===== config.mk =====
export PLATFORM = sky130hd
export DESIGN_NAME = soc_system_sysid_ext
export DESIGN_NICKNAME = d
export VERILOG_FILES = /design/src/rtl/soc_system_sysid_ext.sv
export SDC_FILE = /design/constraint.sdc
export NUM_CORES = 1
export LEC_CHECK = 0
export CAP_MARGIN = 30
export CORE_ASPECT_RATIO = 0.75
export CORE_MARGIN = 8
export CORE_UTILIZATION = 55
export DETAILED_ROUTE_END_ITERATION = 10
export PLACE_DENSITY = 0.8
export SLEW_MARGIN = 20
export SYNTH_ARGS = -nofsm -noshare
export SYNTH_HDL_FRONTEND = slang
export SYNTH_SLANG_ARGS = --single-unit

===== constraint.sdc =====
create_clock -name clock -period 6.2 [get_ports clock]
set_clock_uncertainty 0.1 [all_clocks]
set_input_delay 0.93 -clock clock [delete_from_list [all_inputs] [get_ports clock]]
set_output_delay 0.93 -clock clock [all_outputs]
set_load 0.02 [all_outputs]

===== src/rtl/soc_system_sysid_ext.sv =====
// System identification slave: ID and build timestamp words, 64-bit free-running uptime,
// a byte-writable scratch register and a capability word, all read through a fixed-latency pipeline.
module soc_system_sysid_ext #(
    parameter logic [31:0] ID_VALUE      = 32'hACD51302,
    parameter logic [31:0] TIMESTAMP     = 32'h57117CE3,
    parameter int          READ_LATENCY  = 1,
    parameter logic [31:0] SCRATCH_RESET = 32'h0000_0000
) (
    input  logic        clock,
    input  logic        reset,
    input  logic [2:0]  address,
    input  logic        read,
    input  logic        write,
    input  logic [31:0] writedata,
    input  logic [3:0]  byteenable,
    output logic [31:0] readdata,
    output logic        readdatavalid
);

    localparam logic [2:0] ADDR_ID        = 3'd0;
    localparam logic [2:0] ADDR_TIMESTAMP = 3'd1;
    localparam logic [2:0] ADDR_UPTIME_LO = 3'd2;
    localparam logic [2:0] ADDR_UPTIME_HI = 3'd3;
    localparam logic [2:0] ADDR_SCRATCH   = 3'd4;
    localparam logic [2:0] ADDR_CAPS      = 3'd5;

    localparam logic [31:0] CAPS_VALUE = {16'h0000, 8'd6, 8'(READ_LATENCY)};

    generate
        if (READ_LATENCY < 1 || READ_LATENCY > 4) begin : g_bad_latency
            $error("soc_system_sysid_ext: READ_LATENCY must be in 1..4");
        end
    endgenerate

    logic [63:0] uptime;
    logic [31:0] shadow_hi;
    logic [31:0] scratch;
    logic [31:0] rd_mux;

    logic [READ_LATENCY-1:0] pipe_vld;
    logic [31:0]             pipe_dat [READ_LATENCY];

    // Read value as it stands at the accepting edge; scratch is pre-write here.
    always_comb begin
        rd_mux = '0;
        case (address)
            ADDR_ID:        rd_mux = ID_VALUE;
            ADDR_TIMESTAMP: rd_mux = TIMESTAMP;
            ADDR_UPTIME_LO: rd_mux = uptime[31:0];
            ADDR_UPTIME_HI: rd_mux = shadow_hi;
            ADDR_SCRATCH:   rd_mux = scratch;
            ADDR_CAPS:      rd_mux = CAPS_VALUE;
            default:        rd_mux = '0;
        endcase
    end

    // Reading LO latches the upper half so the following HI read is coherent.
    always_ff @(posedge clock or posedge reset) begin
        if (reset) begin
            uptime    <= '0;
            shadow_hi <= '0;
        end else begin
            uptime <= uptime + 64'd1;
            if (read && address == ADDR_UPTIME_LO) begin
                shadow_hi <= uptime[63:32];
            end
        end
    end

    always_ff @(posedge clock or posedge reset) begin
        if (reset) begin
            scratch <= SCRATCH_RESET;
        end else if (write && address == ADDR_SCRATCH) begin
            for (int b = 0; b < 4; b++) begin
                if (byteenable[b]) begin
                    scratch[8*b +: 8] <= writedata[8*b +: 8];
                end
            end
        end
    end

    // Idle stages carry zero data so readdata is 0 whenever readdatavalid is low.
    always_ff @(posedge clock or posedge reset) begin
        if (reset) begin
            pipe_vld <= '0;
            for (int i = 0; i < READ_LATENCY; i++) begin
                pipe_dat[i] <= '0;
            end
        end else begin
            pipe_vld[0] <= read;
            pipe_dat[0] <= read ? rd_mux : 32'h0;
            for (int i = 1; i < READ_LATENCY; i++) begin
                pipe_vld[i] <= pipe_vld[i-1];
                pipe_dat[i] <= pipe_dat[i-1];
            end
        end
    end

    assign readdata      = pipe_dat[READ_LATENCY-1];
    assign readdatavalid = pipe_vld[READ_LATENCY-1];

endmodule


==> reports/qor.yml <==
sta:
  finalSetupTns_ns: 0
  worstMarginPinSlew_ns: 0.935
  setup_viol: 0
  setup_ws_ns: 2.54
  slew_violations: 0
  final.min_clock_period_ns: 3.66
  fmax_ghz: 0.273
  rsz0062_at_grt: "false"
  finalCritPeriodShare: 0.591
  slew_headroom: 0.375
  hold_viol: 0
synth:
  muxShareOfSynthArea: 0.104
  synth_compound_area_frac: 0.0778
  synth_edf_count: 0
  synth.area.top_cells: "dfrtp_1, mux2_2, xnor2_1"
  synth_fa_ha_area_frac: 0.00179
  synthesis.instances: 597
  synth_top_family_by_area: "simple AND/OR/NAND/NOR gates"
  yosysUniqueCellTypes: 44
  ys_seq_area_frac: 0.576
  synthSimpleGateAreaFrac: 0.140
  yosys-top-cells-count: "dfrtp_1, mux2_2, xnor2_1"
  ys_ff_latch: 161
  synthXorXnorAreaFrac: 0.0776
  synth.most_common_cell: "dfrtp_1"
  ys_warn_count: 0
  synthArstFlopShare: 1.00
  syn-num-nets: 641
  synthFlopType: "dfrtp_1"
  synthesis.area_um2: 6990
  synth.top_cell.area_share: 0.576
  synth_area_per_cell_um2: 11.7
  yosysTopAreaCell: "dfrtp_1"
die:
  die_area_um2: 16600
  chipWidth_um: 146
  initial_utilization: 0.566
  num_rows: 35
  die_h_um: 114
  ios: 76
  core_area_um2: 12300
cts:
  clk_latency_ns: 0.42
  post_cts_buffers: 0
  cts_max_path_buffers: 2
  tritoncts: "built"
  clock_sinks: 161
  cts_resized: 0
  cts_buffers: 17
  htreeDepth: 4
  postCtsHoldBufs: 0
  clockRootBuffer: "clkbuf_16"
  clk_pin_slew_ns: 0.06
detailed_routing:
  drt_wl_total_mm: 17.5
  vias_per_cell: 5.94
  drtPass1Iterations: 7
  num_vias: 5040
  drtAntennaViolNets: 0
  drt-initial-drc-count: 441
  drc_errors: 0
  wl_per_cell_um: 20.6
grt:
  grt_pass1_wl_mm: 28.7
  gr-total-overflow: 0
  grt_usage: 0.219
  grt_max_degree: 68
  antenna_found_initial: 0
  grt_pass1_vias: 5251
run:
  maxCapViolations: 0
worst_setup_path:
  critical_path_buf_inv_count: 3
  cp-start-kind: "input pin"
  crit_slowest_cell: "clkdlybuf4s50_1"
  cp_slowest_stage_delay_ns: 0.89
  cp_max_fo: 25
  crit_arrival_ns: 3.87
  path_cells: "clkdlybuf4s50_1, inv_1, nor3_2, buf_6, nand3_1, mux2_2"
  critPathKind: "input pin to register"
  worst_setup_path_end_kind: "register"
  crit_family: "buffers and inverters"
  crit_required_ns: 6.40
power:
  p_total_mw: 2.54
  power_density_nw_per_um2: 294
  ir_drop_v: 0.000236
  p_leak_nw: 3.86
hold_path:
  min_path_type: "register to register"
final_layout:
  antenna_cells: 0
  areaGrowthSynthToFinish_pct: 23.6
  fin_nets: 714
  drive_above_1_share: 0.174
outcome:
  status: "completed"
placed_design:
  hpwl_mm: 12.1
  port_buffers: 75
  place_ws_ns: 1.75
  place_congestion: 0.874
-- worst paths after layout --
path / depth (start not counted) / startpoint / endpoint / slack [ns]
max in group asynchronous: 3 / reset / readdata[11]$_DFF_PP0_ / 4.26
max: 6 / address[2] / scratch[13]$_DFFE_PP0P_ / 2.54
min: 1 / uptime[62]$_DFF_PP0_ / uptime[62]$_DFF_PP0_ / 0.39
min in group asynchronous: 2 / reset / uptime[51]$_DFF_PP0_ / 0.82
min reg2reg: 1 / uptime[62]$_DFF_PP0_ / uptime[62]$_DFF_PP0_ / 0.39
max reg2reg: 6 / uptime[2]$_DFF_PP0_ / uptime[47]$_DFF_PP0_ / 3.68
-- layer usage --
layer  part of all wire  track usage  vias to the layer above  wire, µm
li1                   -            -                     2267         -
met2               0.48        0.340                      191      8320
met3              0.068       0.0649                       35      1190
met5                  0            0                        -         0
met1               0.43        0.283                     2547      7610
met4              0.021       0.0883                        0       372
-- area by class of cell --
class | count | area [µm²]
clock buffer | 20 | 457
sequential | 161 | 4030
inverter | 7 | 31.3
timing repair buffer | 85 | 871
multi-input combinational | 398 | 2820
clock inverter | 12 | 228
tap | 166 | 208
fill | 872 | 3700
-- power breakdown --
part,internal [mW],switching (mW),total [mW]
Combinational,0.100,0.0979,0.198
Sequential,1.11,0.0341,1.14
Clock,0.780,0.421,1.20
Total,1.99,0.553,2.54
-- state kept, by name, indices dropped and copies added (netlist names) --
signal / cells
uptime: 64
readdata: 32
scratch: 32
shadow_hi: 32
readdatavalid: 1
-- cells in the final DEF, fill, tap and decap left out, drive strengths merged, types with 3 or more instances in the layout --
cell type	instances
a22oi	12
inv	9
and2	5
o21ai	18
a2bb2oi	7
clkdlybuf4s50	75
and4	9
nor2	47
clkinv	3
a21oi	33
nand4	28
nor2b	4
nand2	29
nor3	7
mux2	64
xor2	13
and3	17
bufinv	6
buf	10
a21boi	7
clkbuf	20
nand3	26
o22a	5
nor4	3
xnor2	49
dfrtp	161
-- metrics by stage --
stage                     std cells  hold slack (ns)  instance area [µm²]  utilization
final                           849            0.387                 8650        0.700
after global routing            849            0.410                 8650        0.700
after detailed placement        813            0.379                 7910        0.640
after floorplan                 597            0.340                 6990            -
after global placement          811            0.357                 7870        0.637
after CTS                       845            0.389                 8590        0.696
-- cells by family after synthesis --
| logic type | count (synthesis) |
|---|---|
| adder cells (fa/ha/maj) | 1 |
| buffers and inverters | 38 |
| flip-flops | 161 |
| AO/OA/AOI/OAI | 87 |
| multiplexers | 65 |
| XOR/XNOR | 62 |
| AND/OR/NAND/NOR | 183 |
Note: power is estimated with default switching activity, not from simulation.
